$ cat src/rtl/vga_sync_decoder.sv
// VGA sync decoder: recovers h/v pixel counters from incoming active-low hsync/vsync, checks timing, tracks lock.
// Latency: haddress/vaddress lag the transmitting generator's counters by exactly one clock.
// No backpressure: free-running pixel stream. Optional flywheel on missing hsync via VGA_SYNC_DEC_FLYWHEEL_EN.
module vga_sync_decoder #(
  parameter int H_TOTAL     = 800,
  parameter int H_SYNC      = 96,
  parameter int V_TOTAL     = 525,
  parameter int V_SYNC      = 2,
  parameter int H_ACT_START = 144,
  parameter int H_ACT       = 640,
  parameter int V_ACT_START = 35,
  parameter int V_ACT       = 480,
  parameter int LOCK_FRAMES = 2,
  parameter int MISS_LIMIT  = 3
) (
  input  logic        clk_25Mhz,
  input  logic        rst,
  input  logic        hsynq,
  input  logic        vsynq,
  output logic [15:0] haddress,
  output logic [15:0] vaddress,
  output logic        de,
  output logic        frame_start,
  output logic        locked,
  output logic        sync_error
);

  localparam logic [15:0] H_LAST   = 16'(H_TOTAL - 1);
  localparam logic [15:0] HS_LAST  = 16'(H_SYNC - 1);
  localparam logic [15:0] V_LAST   = 16'(V_TOTAL - 1);
  localparam logic [15:0] VS_LAST  = 16'(V_SYNC - 1);
  localparam logic [16:0] H_ACT_LO = 17'(H_ACT_START);
  localparam logic [16:0] H_ACT_HI = 17'(H_ACT_START + H_ACT);
  localparam logic [16:0] V_ACT_LO = 17'(V_ACT_START);
  localparam logic [16:0] V_ACT_HI = 17'(V_ACT_START + V_ACT);
  localparam logic [15:0] LOCK_N   = 16'(LOCK_FRAMES);

  typedef enum logic [1:0] {
    ST_SEARCH  = 2'd0,
    ST_ACQUIRE = 2'd1,
    ST_LOCKED  = 2'd2
  } state_e;

  state_e      state_q, state_d;
  logic        hs_r_q, vs_r_q;
  logic [15:0] haddress_q, haddress_d;
  logic [15:0] vaddress_q, vaddress_d;
  logic        de_q, de_d;
  logic        frame_start_q, frame_start_d;
  logic        sync_error_q, sync_error_d;
  logic [15:0] gcnt_q, gcnt_d, gcnt_inc;
  logic        first_q, first_d;

  logic hs_fall, hs_rise, vs_fall, vs_rise;
  logic h_last, v_last, h_reload, miss_h, miss_v;
  logic e_hfall, e_hrise, e_vnoh, e_vfall, e_vrise;
  logic err_other, any_err, fly_hold;
  logic h_in, v_in;

  // Edge detection against the previous-cycle samples.
  assign hs_fall = hs_r_q & ~hsynq;
  assign hs_rise = ~hs_r_q & hsynq;
  assign vs_fall = vs_r_q & ~vsynq;
  assign vs_rise = ~vs_r_q & vsynq;

  assign h_last   = (haddress_q == H_LAST);
  assign v_last   = (vaddress_q == V_LAST);
  // A wrap coinciding with hs_fall is a normal line end, not a miss.
  assign miss_h   = h_last & ~hs_fall;
  assign h_reload = hs_fall | h_last;

  // Recovered counters: hsync reloads, otherwise free-run and wrap at line/frame end.
  always_comb begin
    haddress_d    = haddress_q + 16'd1;
    vaddress_d    = vaddress_q;
    frame_start_d = 1'b0;
    miss_v        = 1'b0;
    if (h_reload) begin
      haddress_d = '0;
      if (vs_fall) begin
        vaddress_d    = '0;
        frame_start_d = 1'b1;
      end else if (v_last) begin
        vaddress_d    = '0;
        frame_start_d = 1'b1;
        miss_v        = 1'b1;
      end else begin
        vaddress_d = vaddress_q + 16'd1;
      end
    end
  end

  // Timing checks; the first hs_fall after entering ACQUIRE is exempt from the line-length check.
  assign e_hfall   = hs_fall & ~h_last & ~first_q;
  assign e_hrise   = hs_rise & (haddress_q != HS_LAST);
  assign e_vnoh    = vs_fall & ~hs_fall;
  assign e_vfall   = vs_fall & ~v_last;
  assign e_vrise   = vs_rise & (vaddress_q != VS_LAST);
  assign err_other = e_hfall | e_hrise | e_vnoh | e_vfall | e_vrise | miss_v;
  assign any_err   = err_other | miss_h;

`ifdef VGA_SYNC_DEC_FLYWHEEL_EN
  localparam logic [15:0] MISS_N = 16'(MISS_LIMIT);
  logic [15:0] miss_cnt_q, miss_cnt_d;

  // Lock survives up to MISS_N consecutive missing hsyncs when nothing else is wrong.
  assign fly_hold = (state_q == ST_LOCKED) & miss_h & ~err_other & (miss_cnt_q < MISS_N);

  // Consecutive-miss count: any real hs_fall, or not being locked, clears it.
  always_comb begin
    miss_cnt_d = miss_cnt_q;
    if (hs_fall || (state_q != ST_LOCKED)) begin
      miss_cnt_d = '0;
    end else if (miss_h) begin
      miss_cnt_d = miss_cnt_q + 16'd1;
    end
  end

  // Miss counter register.
  always_ff @(posedge clk_25Mhz) begin
    if (rst) begin
      miss_cnt_q <= '0;
    end else begin
      miss_cnt_q <= miss_cnt_d;
    end
  end
`else
  // Without the flywheel a missing hsync is never tolerated (MISS_LIMIT is never negative).
  assign fly_hold = miss_h & (MISS_LIMIT < 0);
`endif

  // Lock FSM state register.
  always_ff @(posedge clk_25Mhz) begin
    if (rst) begin
      state_q <= ST_SEARCH;
    end else begin
      state_q <= state_d;
    end
  end

  assign gcnt_inc = gcnt_q + 16'd1;

  // Lock FSM next state and clean-frame counting.
  always_comb begin
    state_d = state_q;
    gcnt_d  = gcnt_q;
    case (state_q)
      ST_SEARCH: begin
        gcnt_d = '0;
        if (vs_fall && hs_fall) begin
          state_d = ST_ACQUIRE;
        end
      end
      ST_ACQUIRE: begin
        if (any_err) begin
          state_d = ST_SEARCH;
        end else if (vs_fall) begin
          gcnt_d = gcnt_inc;
          if (gcnt_inc >= LOCK_N) begin
            state_d = ST_LOCKED;
          end
        end
      end
      ST_LOCKED: begin
        if (any_err && !fly_hold) begin
          state_d = ST_SEARCH;
        end
      end
      default: state_d = ST_SEARCH;
    endcase
  end

  // Lock FSM outputs: error pulses are suppressed while searching.
  always_comb begin
    locked       = (state_q == ST_LOCKED);
    sync_error_d = any_err & (state_q != ST_SEARCH);
  end

  // Exemption flag armed on entry to ACQUIRE, consumed by the next hs_fall.
  always_comb begin
    if (state_q == ST_SEARCH) begin
      first_d = (state_d == ST_ACQUIRE);
    end else begin
      first_d = first_q & ~hs_fall;
    end
  end

  // Visible window evaluated on next-state values so de lines up with the counters.
  assign h_in = ({1'b0, haddress_d} >= H_ACT_LO) & ({1'b0, haddress_d} < H_ACT_HI);
  assign v_in = ({1'b0, vaddress_d} >= V_ACT_LO) & ({1'b0, vaddress_d} < V_ACT_HI);
  assign de_d = (state_d == ST_LOCKED) & h_in & v_in;

  // Datapath registers; sync samples reset high so release never looks like an edge.
  always_ff @(posedge clk_25Mhz) begin
    if (rst) begin
      hs_r_q        <= 1'b1;
      vs_r_q        <= 1'b1;
      haddress_q    <= '0;
      vaddress_q    <= '0;
      de_q          <= 1'b0;
      frame_start_q <= 1'b0;
      sync_error_q  <= 1'b0;
      gcnt_q        <= '0;
      first_q       <= 1'b0;
    end else begin
      hs_r_q        <= hsynq;
      vs_r_q        <= vsynq;
      haddress_q    <= haddress_d;
      vaddress_q    <= vaddress_d;
      de_q          <= de_d;
      frame_start_q <= frame_start_d;
      sync_error_q  <= sync_error_d;
      gcnt_q        <= gcnt_d;
      first_q       <= first_d;
    end
  end

  assign haddress    = haddress_q;
  assign vaddress    = vaddress_q;
  assign de          = de_q;
  assign frame_start = frame_start_q;
  assign sync_error  = sync_error_q;

endmodule
$ cat config.mk
export PLATFORM = sky130hd
export DESIGN_NAME = vga_sync_decoder
export DESIGN_NICKNAME = d
export VERILOG_FILES = /design/src/rtl/vga_sync_decoder.sv
export SDC_FILE = /design/constraint.sdc
export NUM_CORES = 1
export LEC_CHECK = 0
export BUFFER_PORTS_ARGS = -buffer_cell sky130_fd_sc_hd__buf_2
export CAP_MARGIN = 20
export CORE_AREA = 5 5 115 117
export CTS_CLUSTER_DIAMETER = 150
export DETAILED_ROUTE_END_ITERATION = 8
export DIE_AREA = 0 0 120 122
export GPL_TIMING_DRIVEN = 0
export PLACE_DENSITY_LB_ADDON = 0.12
export SYNTH_ARGS = -nofsm -noshare
export SYNTH_HDL_FRONTEND = slang
export SYNTH_SLANG_ARGS = --single-unit
export TNS_END_PERCENT = 5
$ cat constraint.sdc
create_clock -name clk_25Mhz -period 3.3 [get_ports clk_25Mhz]
set_clock_uncertainty 0.15 [all_clocks]
set_input_delay 0.33 -clock clk_25Mhz [delete_from_list [all_inputs] [get_ports clk_25Mhz]]
set_output_delay 0.33 -clock clk_25Mhz [all_outputs]
set_load 0.02 [all_outputs]
==> results of run 1 <==
[layout by cell type, fill, tap and decap left out, types with 3 or more instances in the layout]
cell type   n
a21oi_1    33
clkbuf_1   17
nand2_1    26
o211ai_1    5
and3_1     11
a311oi_1    4
nor2_1     65
a31oi_1     6
or2_2       5
or4_1       6
buf_2      41
nand4b_1    3
nor3_1     21
inv_1      15
o21ai_0    20
or3_1      18
nor2b_1     8
nor4_1      6
buf_4      16
xnor2_1    15
xor2_1      8
clkbuf_16   5
ha_1        5
a211oi_1    3
nand4_1    13
o31ai_1     3
dfxtp_2     3
dfxtp_1    53
nand2b_1    6
nor4_2      4
nand3_1    30
[flip-flops by register name (all words and copies together) (netlist names)]
register / count
de: 1
first_q: 1
frame_start: 1
gcnt_q: 16
haddress: 16
hs_r_q: 1
state_q: 2
sync_error: 1
vaddress: 16
vs_r_q: 1
[final timing paths]
check | start | endpoint | slack [ns] | cells past startpoint
worst min register to register | haddress[0] | haddress[0] | 0.34 | 1
worst min-delay path | vsynq | vs_r_q | 0.11 | 2
worst max-delay path | haddress[15] | de | 0.13 | 7
worst max register to register | haddress[15] | de | 0.13 | 7
[per-layer routing]
metal | track usage, % | wire, µm | up-vias
met1 | 20.6 | 5110 | 1782
met5 | 0 | 0 | -
li1 | - | - | 1833
met2 | 25.0 | 5260 | 131
met3 | 3.30 | 707 | 22
met4 | 5.51 | 241 | 0
[metrics by stage]
step	TNS, ns	instance area (µm²)	hold WS, ns	total power, mW	setup WS, ns
floorplan	0	3530	0.287	0.763	0.0488
global placement	-5.14	3920	0.308	0.798	-0.517
detailed placement	-5.17	3920	0.314	0.798	-0.547
CTS	-0.00214	4170	0.0945	1.45	-0.00214
global route	0	4280	0.0986	1.50	0.00980
finish	0	4280	0.111	1.44	0.126
[logic make-up after synthesis]
logic type                 Yosys count  share of synthesized area (%)
DFF                                 56                           31.7
muxes                                3                          0.886
AOI/OAI and AO/OA                  102                           19.3
buffers and inverters               43                           4.85
adders and majority gates            6                           2.13
xor gates and xnor gates            23                           5.70
and+or+nand+nor                    236                           35.4
[cells in the mapped netlist, types with 3 or more instances]
library cell | count | area (µm²)
nor3_1 | 21 | 105
o21ai_0 | 20 | 100
dfxtp_1 | 56 | 1120
a31oi_1 | 6 | 37.5
xor2_1 | 8 | 70.1
and3_1 | 11 | 68.8
nand2_1 | 27 | 101
nor2_1 | 65 | 244
a211oi_1 | 3 | 22.5
a21oi_1 | 33 | 165
nor4_1 | 10 | 62.6
clkbuf_1 | 24 | 90.1
or3_1 | 18 | 113
o211ai_1 | 5 | 37.5
nor2b_1 | 8 | 50.1
nand2b_1 | 6 | 37.5
o31ai_1 | 3 | 22.5
xnor2_1 | 15 | 131
a311oi_1 | 4 | 35.0
or2_2 | 5 | 31.3
or4_1 | 6 | 45.0
o32ai_1 | 3 | 26.3
nand4_1 | 13 | 81.3
nand4b_1 | 3 | 26.3
ha_1 | 6 | 75.1
nand3_1 | 30 | 150
inv_1 | 15 | 56.3
[power by group through the flow]
| stage | clock network [mW] | logic [mW] | registers [mW] |
|---|---|---|---|
| after CTS | 0.671 | 0.0976 | 0.687 |
| after global routing | 0.696 | 0.115 | 0.689 |
| after global placement | 0 | 0.0957 | 0.703 |
| after floorplan | 0 | 0.0571 | 0.706 |
| final | 0.643 | 0.105 | 0.688 |
| after detailed placement | 0 | 0.0958 | 0.703 |
[final cells by class]
| type | instances | share of cell area [%] |
|---|---|---|
| inverter | 15 | 1.32 |
| clock buffer | 6 | 3.25 |
| buffer | 26 | 2.84 |
| sequential | 56 | 26.3 |
| tap | 150 | 4.39 |
| timing repair buffer | 53 | 7.02 |
| clock inverter | 2 | 0.907 |
| multi-input combinational | 370 | 54.0 |
[critical path, stage by stage, from the launching register on]
cell and delay (ns):
dfxtp_1 0.36, or4_4 0.58, or4_4 0.49, buf_6 0.17, o31ai_2 0.28, o32ai_2 0.14, or4b_4 0.54, a2111oi_4 0.35
[what timing repair did]
item                                    in CTS  in global routing
resized for setup                            4                 26
pin swaps                                    3                  3
setup buffers                                8                  6
endpoints found under the setup margin      15                 14
==> flow_metrics.tcl, run 1 <==
set metrics [dict create \
    firstDrtPassIters 6 \
    fin_nets 537 \
    clkPwrFrac_pct 44.8 \
    diodes 0 \
    antenna_found_initial 0 \
    period_share_pct 96.2 \
    hpwl_um 8020 \
    grt_overflow 0 \
    cts_tree "done" \
    powerDensity_nw_per_um2 336 \
    dr_total_vias 3768 \
    power.leakage_nw 1.53 \
    avgSynthCellArea_um2 7.53 \
    relSlewSlack_pct 49.3 \
    critPathKind "reg2reg" \
    hold_buffers 0 \
    multiInputGateArea_um2 2310 \
    core_area_um2 12300 \
    regArea_um2 1120 \
    drv_slew 0 \
    grt_setup_unrepaired "false" \
    clk_pin_slew_ns 0.08 \
    switchingPower_mw 0.340 \
    fin_util_pct 34.9 \
    status "finished, final reports clean" \
    drt_wl_total_um 11300 \
    die_area_um2 14600 \
    synth_flop_cell "dfxtp_1" \
    grt_pass1_wl_um 18200 \
    vias_per_cell 5.56 \
    setup_violations 0 \
    async_flop_share_pct 0 \
    intPower_mw 1.10 \
    syn_inst 469 \
    finalNonFillerCells 678 \
    critPathMaxFanout 10 \
    yosysWarnings 0 \
    switching_share_pct 23.7 \
    grt_max_degree 18 \
    max_freq_mhz 315 \
    drive_gt1_share_pct 18.0 \
    vdd_ir_drop_max_uv 185 \
    grt_pass1_vias 3525 \
    root_buffer "clkbuf_16" \
    period_needed_ns 3.17 \
    die_h_um 122 \
    seqPwrFrac_pct 47.9 \
    start_kind "register" \
    fp-row-count 41 \
    hp-class "in2reg" \
    dp_cells 658 \
    cts.sinks 56 \
    syn-cell-area_um2 3530 \
    hold_viol 0 \
    synth-edff-count 0 \
    gp_congestion 0.847 \
    ys_seq_area_share_pct 31.7 \
    die_w_um 120 \
    portBuffers 39 \
    grt_usage_pct 15.5 \
    clock_path_buffers 2 \
    numCtsBuffers 5 \
    synth_cell_types 61 \
    insertion_delay_ns 0.30 \
    start_util_pct 28.8 \
    worstMarginPinSlew_ns 0.754 \
    max_cap_violations 0 \
    syn_to_final_growth_pct 21.1 \
    nFillCells 1328 \
    worst_ep_arrival_time_ns 3.23 \
    io_pins 40 \
    wl_per_cell_um 16.7 \
    ys_seq_elements 56 \
    setup.worst_path.end_class "register" \
    combPwrFrac_pct 7.3 \
    syn-num-nets 479 \
    drt-initial-drc-count 336 \
    h-tree-depth 2 \
    drc 0 \
    ant_nets 0 \
    required_ns 3.35 \
]
No activity file was read; power rests on OpenSTA's default activity.
==> run 2, diff against run 1 <==
CORE_AREA = 5 5 88 90   (was 5 5 115 117)
CTS_CLUSTER_SIZE = 12   (was default)
DIE_AREA = 0 0 93 95   (was 0 0 120 122)
==> flow_metrics.tcl, run 2 (same netlist as run 1, synthesis figures left out) <==
set metrics [dict create \
    vdd_ir_drop_max_uv 162 \
    portBuffers 39 \
    layout_common_cells "nor2_1, dfxtp_1, buf_2" \
    grt_pass1_wl_um 16000 \
    io_pins 40 \
    insertion_delay_ns 0.31 \
    diodes 0 \
    start_util_pct 50.6 \
    nFillCells 678 \
    wl_per_cell_um 16.1 \
    grt_max_degree 18 \
    period_share_pct 95.8 \
    clock_path_buffers 2 \
    fp-row-count 31 \
    grt_pass1_vias 3331 \
    regArea_um2 1130 \
    max_cap_violations 0 \
    worst_ep_arrival_time_ns 3.23 \
    drv_slew 0 \
    gp_congestion 0.908 \
    drt-initial-drc-count 252 \
    cts_tree "done" \
    root_buffer "clkbuf_8" \
    final_common_cell "nor2_1" \
    multiInputGateArea_um2 2280 \
    grt_overflow 0 \
    vias_per_cell 6.12 \
    fin_area_um2 4080 \
    firstDrtPassIters 5 \
    required_ns 3.36 \
    setup.worst_path.end_class "register" \
    ant_nets 0 \
    core_area_um2 6980 \
    fin_nets 532 \
    relSlewSlack_pct 49.7 \
    die_w_um 93 \
    hp-class "in2reg" \
    syn_to_final_growth_pct 15.6 \
    die_area_um2 8840 \
    drc 0 \
    drt_wl_total_um 9760 \
    max_freq_mhz 316 \
    hold_viol 0 \
    power.leakage_nw 1.47 \
    die_h_um 95 \
    critPathKind "reg2reg" \
    clk_pin_slew_ns 0.10 \
    powerDensity_nw_per_um2 310 \
    grt_setup_unrepaired "false" \
    drive_gt1_share_pct 17.0 \
    critPathMaxFanout 10 \
    hold_buffers 0 \
    setup_violations 0 \
    period_needed_ns 3.16 \
    cts.sinks 56 \
    dr_total_vias 3705 \
    placed_area_um2 3830 \
    numCtsBuffers 5 \
    status "finished, final reports clean" \
    antenna_found_initial 0 \
    start_kind "register" \
    hpwl_um 7030 \
    grt_usage_pct 22.3 \
    h-tree-depth 2 \
    fin_util_pct 58.5 \
    worstMarginPinSlew_ns 0.748 \
]
[run 2: cell types whose count changed in the layout (fill, tap and decap cells not counted), moves of 2 or more]
cell	previous run	this run
buf_4	16	13
dfxtp_1	53	51
clkbuf_8	1	6
nor4_2	4	2
dfxtp_2	3	5
clkbuf_16	5	0
nor4_1	6	8
[run 2: stage by stage]
step	hold WS [ns]	worst slack, ns	cells	TNS, ns	power [mW]
2_1_floorplan	0.287	0.0488	469	0	0.763
3_3_place_gp	0.303	-0.382	590	-2.93	0.793
3_5_place_dp	0.311	-0.366	590	-2.79	0.793
4_1_cts	0.110	0.0233	603	0	1.27
5_1_grt	0.116	0.00249	605	0	1.32
6_report	0.118	0.139	605	0	1.27
[run 2: timing repair]
action / in CTS / in global routing
gates resized for setup: 0 / 22
setup buffers: 5 / 7
pin swaps: 2 / 5
endpoints found under the setup margin: 15 / 15
[run 2: layer usage]
| layer | share of wire [%] | up-vias | global-route usage (%) |
|---|---|---|---|
| met4 | 2.0 | 0 | 6.35 |
| li1 | - | 1823 | - |
| met2 | 46 | 111 | 35.5 |
| met3 | 5.1 | 19 | 4.06 |
| met1 | 47 | 1752 | 30.8 |
| met5 | 0 | - | 0 |
[run 2: final timing paths]
path / startpoint / to / slack [ns] / cells after the start
max: haddress[15] / de / 0.14 / 8
min: vsynq / vs_r_q / 0.12 / 2
max reg2reg: haddress[15] / de / 0.14 / 8
min reg2reg: haddress[0] / haddress[0] / 0.33 / 1
[run 2: cell type report]
class,count,area share (%)
Clock inverter,2,0.950
Clock buffer,6,2.02
Tap cell,82,2.51
Buffer,23,2.64
Timing Repair Buffer,51,6.99
Sequential cell,56,27.6
Multi-Input combinational cell,370,55.9
Inverter,15,1.38
[run 2: report_power, final]
part / switching, mW / internal [mW] / leakage, nW / total, mW
combinational: 0.0664 / 0.0341 / 0.957 / 0.101
sequential: 0.00603 / 0.681 / 0.455 / 0.687
clock: 0.230 / 0.249 / 0.0614 / 0.478
total: 0.302 / 0.964 / 1.47 / 1.27
[run 2: critical path, cell delays in order, from the launching register on]
cell,delay [ns]
dfxtp_2,0.36
or4_4,0.57
or4_4,0.49
buf_6,0.17
a32o_1,0.20
a22o_1,0.25
nor4_2,0.28
o211ai_1,0.23
a2111oi_2,0.37
